**src/rtl/laser_channel_ctrl.sv**
```systemverilog
// laser_channel_ctrl: multi-cannon laser engine on the game-tick clock.
// Each channel launches a projectile on a fire-button rising edge, steps it
// toward its monster, reports hit/miss with one-tick pulses, then re-arms
// after a cooldown. With SINGLE_FIRE set, only the lowest idle requesting
// channel launches on a given tick.
// Optional feature macro: LASER_HIT_COUNT_EN adds per-channel 8-bit
// saturating hit counters on output hit_count.
module laser_channel_ctrl #(
    parameter int unsigned NUM_CH      = 4,
    parameter int unsigned POS_W       = 11,
    parameter int unsigned START_POS   = 256,
    parameter int unsigned HIT_POS     = 76,
    parameter int unsigned STEP        = 2,
    parameter int unsigned COOLDOWN    = 8,
    parameter int unsigned SINGLE_FIRE = 1
) (
    input  logic                      Clk,
    input  logic                      Reset,
    input  logic [NUM_CH-1:0]         fire_req,
    input  logic [NUM_CH-1:0]         target_present,
    output logic [NUM_CH*POS_W-1:0]   laser_pos,
    output logic [NUM_CH-1:0]         shooting,
    output logic [NUM_CH-1:0]         hit_pulse,
    output logic [NUM_CH-1:0]         miss_pulse,
    output logic [NUM_CH-1:0]         target_kill
`ifdef LASER_HIT_COUNT_EN
    ,
    output logic [NUM_CH*8-1:0]       hit_count
`endif
);

    localparam int unsigned CD_W = (COOLDOWN > 0) ? $clog2(COOLDOWN + 1) : 1;

    localparam logic [POS_W-1:0] START_P = POS_W'(START_POS);
    localparam logic [POS_W-1:0] HIT_P   = POS_W'(HIT_POS);
    localparam logic [POS_W-1:0] STEP_P  = POS_W'(STEP);
    localparam logic [CD_W-1:0]  CD_LOAD = CD_W'(COOLDOWN);
    localparam logic [CD_W-1:0]  CD_ONE  = CD_W'(1);

    typedef enum logic [1:0] {
        ST_IDLE   = 2'd0,
        ST_FLIGHT = 2'd1,
        ST_COOL   = 2'd2
    } state_t;

    logic [NUM_CH-1:0] r_fire_prev;
    logic [NUM_CH-1:0] w_edge;
    logic [NUM_CH-1:0] w_req;
    logic [NUM_CH-1:0] w_grant;

    state_t            r_state     [NUM_CH];
    state_t            w_state_nxt [NUM_CH];
    logic [POS_W-1:0]  r_pos       [NUM_CH];
    logic [POS_W-1:0]  w_pos_nxt   [NUM_CH];
    logic [CD_W-1:0]   r_cd        [NUM_CH];
    logic [CD_W-1:0]   w_cd_nxt    [NUM_CH];

    logic [NUM_CH-1:0] r_hit;
    logic [NUM_CH-1:0] r_miss;
    logic [NUM_CH-1:0] r_shoot;
    logic [NUM_CH-1:0] w_hit_nxt;
    logic [NUM_CH-1:0] w_miss_nxt;
    logic [NUM_CH-1:0] w_shoot_nxt;

    // Previous fire level, so a held button produces exactly one edge
    always_ff @(posedge Clk or posedge Reset) begin
        if (Reset) begin
            r_fire_prev <= '0;
        end else begin
            r_fire_prev <= fire_req;
        end
    end

    assign w_edge = fire_req & ~r_fire_prev;

    // Launch arbitration: only idle channels may launch; optionally lowest index only
    always_comb begin
        w_req = '0;
        for (int i = 0; i < NUM_CH; i++) begin
            w_req[i] = w_edge[i] & (r_state[i] == ST_IDLE);
        end
        if (SINGLE_FIRE != 0) begin
            w_grant = w_req & (~w_req + NUM_CH'(1));
        end else begin
            w_grant = w_req;
        end
    end

    // Per-channel state, position, cooldown and registered outputs
    always_ff @(posedge Clk or posedge Reset) begin
        if (Reset) begin
            for (int i = 0; i < NUM_CH; i++) begin
                r_state[i] <= ST_IDLE;
                r_pos[i]   <= START_P;
                r_cd[i]    <= '0;
            end
            r_hit   <= '0;
            r_miss  <= '0;
            r_shoot <= '0;
        end else begin
            for (int i = 0; i < NUM_CH; i++) begin
                r_state[i] <= w_state_nxt[i];
                r_pos[i]   <= w_pos_nxt[i];
                r_cd[i]    <= w_cd_nxt[i];
            end
            r_hit   <= w_hit_nxt;
            r_miss  <= w_miss_nxt;
            r_shoot <= w_shoot_nxt;
        end
    end

    // Next-state: hit check has priority over the out-of-range check
    always_comb begin
        w_hit_nxt   = '0;
        w_miss_nxt  = '0;
        w_shoot_nxt = '0;
        for (int i = 0; i < NUM_CH; i++) begin
            w_state_nxt[i] = r_state[i];
            w_pos_nxt[i]   = r_pos[i];
            w_cd_nxt[i]    = r_cd[i];

            case (r_state[i])
                ST_IDLE: begin
                    if (w_grant[i]) begin
                        w_state_nxt[i] = ST_FLIGHT;
                        w_pos_nxt[i]   = START_P;
                    end
                end
                ST_FLIGHT: begin
                    if (target_present[i] && (r_pos[i] <= HIT_P)) begin
                        w_hit_nxt[i] = 1'b1;
                        w_pos_nxt[i] = START_P;
                        w_cd_nxt[i]  = CD_LOAD;
                        w_state_nxt[i] = (COOLDOWN == 0) ? ST_IDLE : ST_COOL;
                    end else if (r_pos[i] < STEP_P) begin
                        w_miss_nxt[i] = 1'b1;
                        w_pos_nxt[i]  = START_P;
                        w_cd_nxt[i]   = CD_LOAD;
                        w_state_nxt[i] = (COOLDOWN == 0) ? ST_IDLE : ST_COOL;
                    end else begin
                        w_pos_nxt[i] = r_pos[i] - STEP_P;
                    end
                end
                ST_COOL: begin
                    if ((r_cd[i] == CD_ONE) || (r_cd[i] == '0)) begin
                        w_cd_nxt[i]    = '0;
                        w_state_nxt[i] = ST_IDLE;
                    end else begin
                        w_cd_nxt[i] = r_cd[i] - CD_ONE;
                    end
                end
                default: begin
                    w_state_nxt[i] = ST_IDLE;
                    w_pos_nxt[i]   = START_P;
                    w_cd_nxt[i]    = '0;
                end
            endcase

            w_shoot_nxt[i] = (w_state_nxt[i] == ST_FLIGHT);
        end
    end

    // Pack per-channel positions onto the renderer bus
    for (genvar g = 0; g < NUM_CH; g++) begin : g_pos
        assign laser_pos[g*POS_W +: POS_W] = r_pos[g];
    end

    assign shooting    = r_shoot;
    assign hit_pulse   = r_hit;
    assign miss_pulse  = r_miss;
    assign target_kill = r_hit;

`ifdef LASER_HIT_COUNT_EN
    logic [7:0] r_hit_cnt [NUM_CH];

    // Saturating per-channel hit counters
    always_ff @(posedge Clk or posedge Reset) begin
        if (Reset) begin
            for (int i = 0; i < NUM_CH; i++) begin
                r_hit_cnt[i] <= '0;
            end
        end else begin
            for (int i = 0; i < NUM_CH; i++) begin
                if (r_hit[i] && (r_hit_cnt[i] != 8'hFF)) begin
                    r_hit_cnt[i] <= r_hit_cnt[i] + 8'd1;
                end
            end
        end
    end

    for (genvar g = 0; g < NUM_CH; g++) begin : g_cnt
        assign hit_count[g*8 +: 8] = r_hit_cnt[g];
    end
`endif

endmodule

```
**config.mk**
```make
export PLATFORM = sky130hd
export DESIGN_NAME = laser_channel_ctrl
export DESIGN_NICKNAME = d
export VERILOG_FILES = /design/src/rtl/laser_channel_ctrl.sv
export SDC_FILE = /design/constraint.sdc
export NUM_CORES = 1
export LEC_CHECK = 0
export CAP_MARGIN = 20
export CELL_PAD_IN_SITES_DETAIL_PLACEMENT = 0
export CELL_PAD_IN_SITES_GLOBAL_PLACEMENT = 1
export CORE_MARGIN = 10
export CORE_UTILIZATION = 40
export DETAILED_ROUTE_END_ITERATION = 8
export PLACE_DENSITY = 0.83
export SYNTH_ARGS = -nofsm -noshare
export SYNTH_HDL_FRONTEND = slang
export SYNTH_SLANG_ARGS = --single-unit
export TNS_END_PERCENT = 5
```
**constraint.sdc**
```tcl
create_clock -name Clk -period 4.4 [get_ports Clk]
set_clock_uncertainty 0.15 [all_clocks]
set_input_delay 0.66 -clock Clk [delete_from_list [all_inputs] [get_ports Clk]]
set_output_delay 0.66 -clock Clk [all_outputs]
set_load 0.05 [all_outputs]
```
; Word-level counts from Yosys, hierarchy flattened
; Cells that the tools add are included.
[classes]
n_bitwise = 16
n_lt_le_gt_ge = 8
addsub = 9
n_mux = 72
n_reduce_logical = 24
n_eq_ne = 24
[op_table]
columns = op, n
row1 = 2-to-1 mux 11 bit, 12
row2 = case mux 11 bit (3 select lines), 4
row3 = 2-to-1 mux 4 bit, 12
row4 = case mux 4 bit (3 select lines), 4
row5 = "less-or-equal comparator 11 x 7 -> 1 bit, second input constant", 4
row6 = "< comparator 11 x 2 -> 1 bit, second input constant", 4
row7 = "subtractor 11 x 2 -> 11 bit, second input constant", 4
row8 = 2-to-1 mux 2 bit, 16
row9 = case mux 2 bit (3 select lines), 4
row10 = 2-to-1 mux 1 bit, 20
row11 = "== test 2 x 1 -> 1 bit, second input constant", 8
row12 = "== test 4 x 1 -> 1 bit, second input constant", 4
row13 = logical NOT 4 bit, 4
row14 = AND reduction 2 bit, 8
row15 = "subtractor 4 x 1 -> 4 bit, second input constant", 4
row16 = "inequality test 3 bit, second input constant", 4
row17 = bitwise AND 4 bit, 2
row18 = "== test 2 bit, second input constant", 4
row19 = logical NOT 2 bit, 4
row20 = "inequality test 2 bit, second input constant", 4
row21 = inverter 1 bit, 8
row22 = inverter 4 bit, 2
row23 = "adder 4 x 1 -> 4 bit, second input constant", 1
row24 = bitwise AND 1 bit, 4
row25 = 2 further kinds, 8
[totals]
reg_bits = 84
out_inout_bits = 60
elab_cells = 169

; Logic depth before layout (Yosys ltp)
; Gate-level depths: netlist of the first run.
[depth]
depth_word = 9
depth_mapped = 9
depth_no_buf = 7

; Worst setup path after synthesis of the first run
; No wires, ideal clock.
[synth_timing]
kind = register to register
from = register r_pos (netlist bit laser_pos[1])
to = register r_cd[13] in the netlist's numbering
path_slack_ns = 1.715
setup_ns = 0.083
arrival_time_ns = 2.453
path_stages_with_launch = 9
path_cell_list = dfrtp_1 inv_1 ha_1 or3b_1 or3_1 buf_2 a31o_4 or4_1 o21ai_0
[synth_via]
elab_chain_len = 4
[synth_lines]
columns = element, line
row1 = "start, declared", 53  ; logic [POS_W-1:0] r_pos [NUM_CH];
row2 = "start signal, assigned by index", 103  ; r_pos[i] <= w_pos_nxt[i];
row3 = less-or-equal comparator 11 x 7 -> 1 bit, 130  ; if (target_present[i] && (r_pos[i] <= HIT_P)) begin
row4 = logical AND 1 bit, 130
row5 = 2-to-1 mux 4 bit or inequality test 3 bit (tied branches), n/a
row6 = case mux 4 bit (3 select lines) or AND reduction 2 bit (tied branches), n/a
row7 = "end signal, assigned by index", 104  ; r_cd[i] <= w_cd_nxt[i];
row8 = "end, declared", 55  ; logic [CD_W-1:0] r_cd [NUM_CH];
; Several ways; a longest one is shown, not always the timed one.
; A chain may end at the register's enable or synchronous reset.

; Worst setup path after layout of the first run
[layout_timing]
from = register r_pos (netlist bit laser_pos[1])
to = register r_pos (netlist bit laser_pos[6])
[layout_via]
elab_chain_len = 4
[layout_lines]
columns = element, line
row1 = subtractor 11 x 2 -> 11 bit (tied with other cells), 141  ; w_pos_nxt[i] = r_pos[i] - STEP_P;
row2 = 2-to-1 mux 11 bit or logical AND 1 bit (tied branches), "135, 130"
row3 = 2-to-1 mux 11 bit *, 130
row4 = case mux 11 bit (3 select lines) *, 122  ; case (r_state[i])
; Mark *: on every way between the ends. The rest lies on a longest branch, timed or not.

==> impl_metrics.env, run 1 <==
export IMPL_run_status="completed"
export IMPL_drive_above_1_share=0.0502
export IMPL_setup_violations_final=0
export IMPL_gp_congestion=0.850
export IMPL_ios=70
export IMPL_crit_fanout=7
export IMPL_vias_per_cell=5.58
export IMPL_holdPathStages=2
export IMPL_cts_sinks=80
export IMPL_rows=38
export IMPL_ir_drop_v=0.000435
export IMPL_placed_area_mm2=0.00533
export IMPL_syn_to_final_growth_pct=23.0
export IMPL_crit_start="laser_pos[1]"
export IMPL_arrival_ns=2.83
export IMPL_fin_ws_ns=1.63
export IMPL_worst_r2r_setup_slack_ns=1.63
export IMPL_syn_inst=487
export IMPL_overflow=0
export IMPL_p_leak_nw=2.42
export IMPL_totalPowerFinal_w=0.00419
export IMPL_cts_setup_buffers=0
export IMPL_min_to="laser_pos[8]"
export IMPL_synth_ff_type="dfrtp_1"
export IMPL_drv_slew=0
export IMPL_post_drt_wl_per_cell_um=15.8
export IMPL_yosys_warnings=0
export IMPL_core_area_mm2=0.0110
export IMPL_final_common_cell="dfrtp_1"
export IMPL_dp_hpwl_mm=8.15
export IMPL_worstHoldPathType="flip-flop to flip-flop"
export IMPL_async_flop_share=1.00
export IMPL_cts_tree="yes"
export IMPL_grt_pass1_wl_mm=18.8
export IMPL_routed_wl_mm=11.0
export IMPL_fin_nets=592
export IMPL_dr_first_iter_drc_count=284
export IMPL_cp_end_kind="flip-flop"
export IMPL_fin_crit_sh=0.630
export IMPL_max_cap_viol_count=0
export IMPL_post_cts_resized=0
export IMPL_synth_area_per_cell_um2=9.36
export IMPL_slew_headroom=0.456
export IMPL_ant_nets=0
export IMPL_startpoint_type="flip-flop"
export IMPL_setup_tns_final_ns=0
export IMPL_max_freq_mhz=361
export IMPL_post_route_min_period_ns=2.77
export IMPL_antennaDiodeCount=0
export IMPL_dr_pass1_iters=4
export IMPL_cts_hold_fix_buffers=0
export IMPL_yosysUniqueCellTypes=58
export IMPL_die_area_mm2=0.0161
export IMPL_cts_buffers=9
export IMPL_fin_area_mm2=0.00561
export IMPL_clk_pin_slew_ns=0.06
export IMPL_grt_pass1_vias=3776
export IMPL_clock_latency_ns=0.33
export IMPL_numPortBuffers=65
export IMPL_power_density_mw_per_mm2=747
export IMPL_die_height_um=127
export IMPL_num_vias=3893
export IMPL_root_buffer="clkbuf_16"
export IMPL_clockBufferDepth=2
export IMPL_fp_dieW_um=127
export IMPL_grt_use_total=0.135
export IMPL_synth_seq_cells=80
export IMPL_r2r_start="laser_pos[1]"
export IMPL_drc=0
export IMPL_r2r_end="laser_pos[6]"
export IMPL_hold_violations=0
export IMPL_cp_data_required_time_ns=4.46
export IMPL_start_util=0.415
export IMPL_final_cell_mix="76 x dfrtp_1, 65 x clkdlybuf4s50_1, 56 x o21ai_0"
export IMPL_preCtsSetupSlack_ns=1.59
export IMPL_netlist_area_mm2=0.00456
export IMPL_worstMarginPinSlew_ns=0.806
export IMPL_synth_edf_count=0
export IMPL_rsz0062_at_grt="no"
export IMPL_antenna_found_initial=0
export IMPL_hp_start="laser_pos[8]"
export IMPL_grt_max_degree=31
export IMPL_crit_type="flip-flop to flip-flop"
export IMPL_r2r_cells=7
export IMPL_htree_levels=3
export IMPL_ys_seq_area_frac=0.440
==> worst max path at each step <==
stage               slack [ns]            end
global route              1.46        r_cd[7]
finish                    1.63   laser_pos[6]
CTS                       1.65   laser_pos[6]
floorplan                 1.54   hit_pulse[0]
global placement          1.63  laser_pos[37]
detailed placement        1.59  laser_pos[14]
==> metal layers <==
metal | part of all wire | vias to the layer above | GRT usage
li1 | - | 1926 | -
met1 | 0.47 | 1887 | 0.177
met2 | 0.47 | 76 | 0.210
met3 | 0.061 | 4 | 0.0433
met4 | 0.0049 | 0 | 0.0382
met5 | 0 | - | 0
==> cell usage after synthesis, types with 5 or more instances <==
master     count  area, µm²
or4_1          7       52.6
nor3_1        18       90.1
ha_1          29        363
nor2_1        38        143
o31ai_1       15        113
buf_4          8       60.1
nand2_1       34        128
a22o_1         5       43.8
a21oi_1       16       80.1
o21ai_0       56        280
inv_1         38        143
clkbuf_1       6       22.5
nand2b_1      12       75.1
a31oi_1        5       31.3
nor2b_1       10       62.6
nor4_1         8       50.1
dfrtp_1       76       1900
o2bb2ai_1      8       70.1
or3_1         12       75.1
==> stage by stage <==
step,hold WS (ns),util,std cells
after floorplan,0.314,-,490
after detailed placement,0.340,0.485,682
after global routing,0.362,0.510,698
final,0.347,0.510,698
after CTS,0.350,0.510,698
after global placement,0.340,0.485,682
==> registers in the layout, summed over array words and instances (netlist names) <==
signal       flops
laser_pos       40
r_state          8
miss_pulse       4
shooting         4
r_fire_prev      4
r_cd            16
hit_pulse        4
==> report_power, final <==
group / total (W) / switching, W / internal (W)
registers: 0.00118 / 0.000242 / 0.000938
clock network: 0.000732 / 0.000295 / 0.000438
logic: 0.00227 / 0.00149 / 0.000786
total: 0.00419 / 0.00202 / 0.00216
==> final cells by class <==
| type | instances | area, µm² |
|---|---|---|
| clock buffers | 12 | 236 |
| clock inverters | 4 | 45.0 |
| fillers | 1025 | 5380 |
| inverters | 38 | 144 |
| multi-input cells | 357 | 2330 |
| flip-flops and latches | 80 | 2010 |
| well taps | 140 | 175 |
| repair buffers | 67 | 666 |
==> cells by family after synthesis <==
group           Yosys count  synth area share
compound gates          152             0.223
fa+ha+maj                29            0.0796
buf+inv                  53            0.0505
flops                    80             0.440
mux                       5            0.0113
other cells               1          0.000822
simple gates            167             0.194
==> critical path: stages (launching register included) <==
cell,delay [ns]
dfrtp_1,0.44
inv_1,0.08
ha_1,0.18
or3b_1,0.41
or3_1,0.46
a31oi_1,0.59
o21ai_0,0.19
o2bb2ai_1,0.15
(Power assumes the default switching activity.)
==> run 2, diff against run 1 <==
Clock period 4.4 ns to 2.6 ns, I/O delays scaled along.
==> impl_metrics.env, run 2 (synthesis gave the netlist of run 1 again) <==
export IMPL_max_freq_mhz=407
export IMPL_cts_tree="yes"
export IMPL_cp_end_kind="flip-flop"
export IMPL_ant_nets=0
export IMPL_run_status="completed"
export IMPL_worstMarginPinSlew_ns=0.782
export IMPL_cts_buffers=9
export IMPL_r2r_start="laser_pos[1]"
export IMPL_hold_violations=0
export IMPL_timing_hold_ws_ns=0.217
export IMPL_final_cell_mix="75 x dfrtp_1, 65 x clkdlybuf4s50_1, 55 x o21ai_0"
export IMPL_grt_pass1_wl_mm=19.5
export IMPL_r2r_cells=7
export IMPL_num_vias=3989
export IMPL_fp_dieW_um=127
export IMPL_htree_levels=3
export IMPL_grt_use_total=0.143
export IMPL_vias_per_cell=5.55
export IMPL_arrival_ns=2.56
export IMPL_ios=70
export IMPL_power_density_mw_per_mm2=1270
export IMPL_numPortBuffers=65
export IMPL_grt_pass1_vias=3975
export IMPL_ir_drop_v=0.000649
export IMPL_drive_above_1_share=0.0950
export IMPL_worstHoldPathType="input port to asynchronous set/reset pin"
export IMPL_rows=38
export IMPL_cp_data_required_time_ns=2.70
export IMPL_die_height_um=127
export IMPL_syn_to_final_growth_pct=27.5
export IMPL_cts_sinks=80
export IMPL_antennaDiodeCount=0
export IMPL_fin_crit_sh=0.944
export IMPL_crit_start="laser_pos[1]"
export IMPL_crit_fanout=9
export IMPL_clockBufferDepth=2
export IMPL_grt_max_degree=36
export IMPL_core_area_mm2=0.0110
export IMPL_numPlacedInstances=703
export IMPL_fin_nets=613
export IMPL_root_buffer="clkbuf_16"
export IMPL_fin_cells=719
export IMPL_post_route_min_period_ns=2.45
export IMPL_startpoint_type="flip-flop"
export IMPL_overflow=0
export IMPL_setup_violations_final=0
export IMPL_gp_congestion=0.898
export IMPL_post_drt_wl_per_cell_um=16.1
export IMPL_largest_register_ffs=40
export IMPL_slew_headroom=0.472
export IMPL_crit_type="flip-flop to flip-flop"
export IMPL_start_util=0.415
export IMPL_clock_latency_ns=0.34
export IMPL_antenna_found_initial=0
export IMPL_final_common_cell="dfrtp_1"
export IMPL_dr_pass1_iters=4
export IMPL_rsz0062_at_grt="yes"
export IMPL_die_area_mm2=0.0161
export IMPL_clk_pin_slew_ns=0.06
export IMPL_dr_first_iter_drc_count=289
export IMPL_fill_cells=1013
export IMPL_max_cap_viol_count=0
export IMPL_worst_r2r_setup_slack_ns=0.15
export IMPL_drv_slew=0
export IMPL_dp_hpwl_mm=8.47
export IMPL_drc=0
export IMPL_routed_wl_mm=11.6
export IMPL_r2r_end="r_cd[13]"
export IMPL_p_leak_nw=2.53
[run 2: cell count changes in the layout (fill, tap and decap cells not counted), sizes merged]
cell	previous run	this run
buf	2	23
bufinv	1	0
clkbuf	12	14
clkinv	4	2
clkinvlp	0	1
[run 2: critical path, stage by stage, from the launching register on]
cell and delay (ns):
dfrtp_2 0.40, inv_1 0.05, ha_1 0.16, or3b_1 0.39, or3_4 0.39, a31o_4 0.28, or4_1 0.46, o21ai_0 0.09
[run 2: worst max path at each step]
stage                     depth (start not counted)       endpoint  slack (ns)
after floorplan                                   8       r_cd[13]       -0.07
after global placement                            6    shooting[1]        0.10
after detailed placement                          6  laser_pos[37]        0.06
after CTS                                         7       r_cd[13]        0.07
after global routing                              7       r_cd[10]      -0.004
final                                             7       r_cd[13]        0.15
[run 2: power by group]
group	switching, W	total [W]	leakage (nW)	internal, W
Sequential	0.000382	0.00197	1.06	0.00159
Clock	0.000498	0.00127	0.155	0.000775
Combinational	0.00262	0.00416	1.32	0.00153
Total	0.00350	0.00740	2.53	0.00390
[run 2: what timing repair did]
| action | CTS | global route |
|---|---|---|
| gates resized for setup | 0 | 4 |
| endpoints found under the setup margin | 0 | 6 |
| hold buffers | 0 | 0 |
| buffers inserted | 0 | 0 |
[run 2: layout make-up]
type                            instances  area [µm²]  share of cell area
Clock buffer                           14         294              0.0506
Clock inverter                          2        10.0             0.00172
Inverter                               38         146              0.0252
Multi-Input combinational cell        357        2340               0.403
Sequential cell                        80        2010               0.345
Tap cell                              140         175              0.0301
Timing Repair Buffer                   88         836               0.144
[run 2: through the flow]
step	utilization	total power (W)	setup slack (ns)	area (µm²)	setup TNS, ns
CTS	0.528	0.00741	0.0745	5800	0
finish	0.529	0.00740	0.146	5810	0
global placement	0.501	0.00603	0.102	5500	0
global route	0.529	0.00795	-0.00350	5810	-0.00350
floorplan	-	0.00475	-0.0719	4580	-0.114
detailed placement	0.501	0.00610	0.0593	5500	0
[run 2: metal layers]
| metal | global-route usage | part of all wire | vias to the layer above |
|---|---|---|---|
| met5 | 0 | 0 | - |
| met4 | 0.0563 | 0.017 | 0 |
| met3 | 0.0354 | 0.054 | 14 |
| met2 | 0.225 | 0.47 | 85 |
| met1 | 0.183 | 0.46 | 1932 |
| li1 | - | - | 1958 |
==> run 3, diff against run 2 <==
Settings changed: CAP_MARGIN 20 to not set, CORE_MARGIN 10 to 2, CORE_UTILIZATION 40 to 42, PLACE_DENSITY 0.83 to 0.86.
==> impl_metrics.env, run 3 (synthesis gave the netlist of run 1 again) <==
export IMPL_crit_chain="inv_1 -> ha_1 -> or3b_4 -> or3_4 -> a31o_4 -> or4_1 -> o21ai_0"
export IMPL_fin_ws_ns=0.0722
export IMPL_cp_end_kind="flip-flop"
export IMPL_multi_input_area_mm2=0.00235
export IMPL_post_route_min_period_ns=2.53
export IMPL_fin_nets=617
export IMPL_cp_num_buf_inv=1
export IMPL_crit_type="flip-flop to flip-flop"
export IMPL_cp_slowest_cell="or4_1"
export IMPL_setup_violations_final=0
export IMPL_fill_cells=996
export IMPL_max_cap_viol_count=0
export IMPL_routed_wl_mm=10.7
export IMPL_ios=70
export IMPL_slew_headroom=0.500
export IMPL_numPlacedInstances=707
export IMPL_drive_above_1_share=0.0995
export IMPL_cp_data_required_time_ns=2.72
export IMPL_max_freq_mhz=396
export IMPL_syn_to_final_growth_pct=27.4
export IMPL_die_area_mm2=0.0117
export IMPL_dr_first_iter_drc_count=201
export IMPL_core_area_mm2=0.0107
export IMPL_max_stage_delay_ns=0.46
export IMPL_fp_dieW_um=108
export IMPL_htree_levels=3
export IMPL_grt_pass1_vias=3753
export IMPL_grt_use_total=0.189
export IMPL_worstMarginPinSlew_ns=0.740
export IMPL_totalPowerFinal_w=0.00734
export IMPL_largest_register_ffs=40
export IMPL_final_common_cell="dfrtp_1"
export IMPL_p_leak_nw=2.53
export IMPL_dp_hpwl_mm=7.82
export IMPL_ff_latch_area_mm2=0.00201
export IMPL_clockBufferDepth=2
export IMPL_rows=38
export IMPL_die_height_um=108
export IMPL_drv_slew=0
export IMPL_hold_violations=0
export IMPL_drc=0
export IMPL_critPathTopFamily="simple AND/OR/NAND/NOR gates"
export IMPL_ant_nets=0
export IMPL_start_util=0.426
export IMPL_power_density_mw_per_mm2=1260
export IMPL_fin_crit_sh=0.972
export IMPL_grt_pass1_wl_mm=17.7
export IMPL_antennaDiodeCount=0
export IMPL_cts_tree="yes"
export IMPL_overflow=0
export IMPL_num_vias=3982
export IMPL_gp_congestion=0.831
export IMPL_grt_max_degree=41
export IMPL_crit_fanout=9
export IMPL_fin_util=0.543
export IMPL_cts_hold_fix_buffers=0
export IMPL_ir_drop_v=0.000683
export IMPL_worstHoldPathType="input port to asynchronous set/reset pin"
export IMPL_vias_per_cell=5.51
export IMPL_preCtsSetupSlack_ns=-0.0362
export IMPL_root_buffer="clkbuf_8"
export IMPL_dr_pass1_iters=4
export IMPL_startpoint_type="flip-flop"
export IMPL_clock_latency_ns=0.36
export IMPL_cts_buffers=9
export IMPL_final_cell_mix="75 x dfrtp_1, 65 x clkdlybuf4s50_1, 55 x o21ai_0"
export IMPL_cts_sinks=80
export IMPL_fin_cells=723
export IMPL_arrival_ns=2.65
export IMPL_clk_pin_slew_ns=0.09
export IMPL_numPortBuffers=65
export IMPL_run_status="completed"
export IMPL_post_drt_wl_per_cell_um=14.8
export IMPL_antenna_found_initial=0
## run 3: timing repair
action                                  4_1_cts  5_1_grt
buffers inserted                              0        0
endpoints found under the hold margin         0        0
gates resized for setup                       0        5
endpoints found under the setup margin        0        6
## run 3: per-layer routing
metal,GRT usage,up-vias,part of all wire
met5,0,-,0
met4,0.0586,0,0.012
met3,0.0338,18,0.040
met2,0.306,83,0.47
met1,0.259,1921,0.48
li1,-,1960,-
## run 3: path summary, 6_finish.rpt
kind                                from       endpoint  slack [ns]  depth (start not counted)
min in group Clk           laser_pos[28]  miss_pulse[2]        0.36                          1
hold / removal                     Reset   hit_pulse[0]        0.23                          2
setup / recovery            laser_pos[1]       r_cd[13]        0.07                          7
hold reg to reg            laser_pos[28]  miss_pulse[2]        0.36                          1
setup reg to reg            laser_pos[1]       r_cd[13]        0.07                          7
max in group asynchronous          Reset  laser_pos[30]        1.47                          3
## run 3: report_power, final
group          internal [W]  switching (W)  total (W)
clock network      0.000738       0.000463    0.00120
registers           0.00159       0.000375    0.00196
logic               0.00158        0.00260    0.00418
total               0.00390        0.00344    0.00734
## run 3: cell type report
cell class / count / area share
Inverter: 38 / 0.0252
Clock inverter: 5 / 0.0222
Multi-Input combinational cell: 357 / 0.405
Timing Repair Buffer: 92 / 0.149
Sequential cell: 80 / 0.346
Tap cell: 140 / 0.0302
Clock buffer: 11 / 0.0226
## run 3: metrics by stage
step / hold slack, ns / instance area (µm²) / setup TNS (ns)
finish: 0.228 / 5810 / 0
global route: 0.248 / 5810 / -0.000585
CTS: 0.230 / 5790 / 0
detailed placement: 0.344 / 5530 / -0.0362
global placement: 0.329 / 5530 / 0
floorplan: 0.271 / 4580 / -0.114
## run 3: worst reg2reg max path: cells and delay by family (launching register included)
kind,cells,cell delay (ns)
buffers and inverters,1,0.07
flip-flops,1,0.45
AND/OR/NAND/NOR,3,1.24
adder cells (fa/ha/maj),1,0.17
AO/OA/AOI/OAI,2,0.37
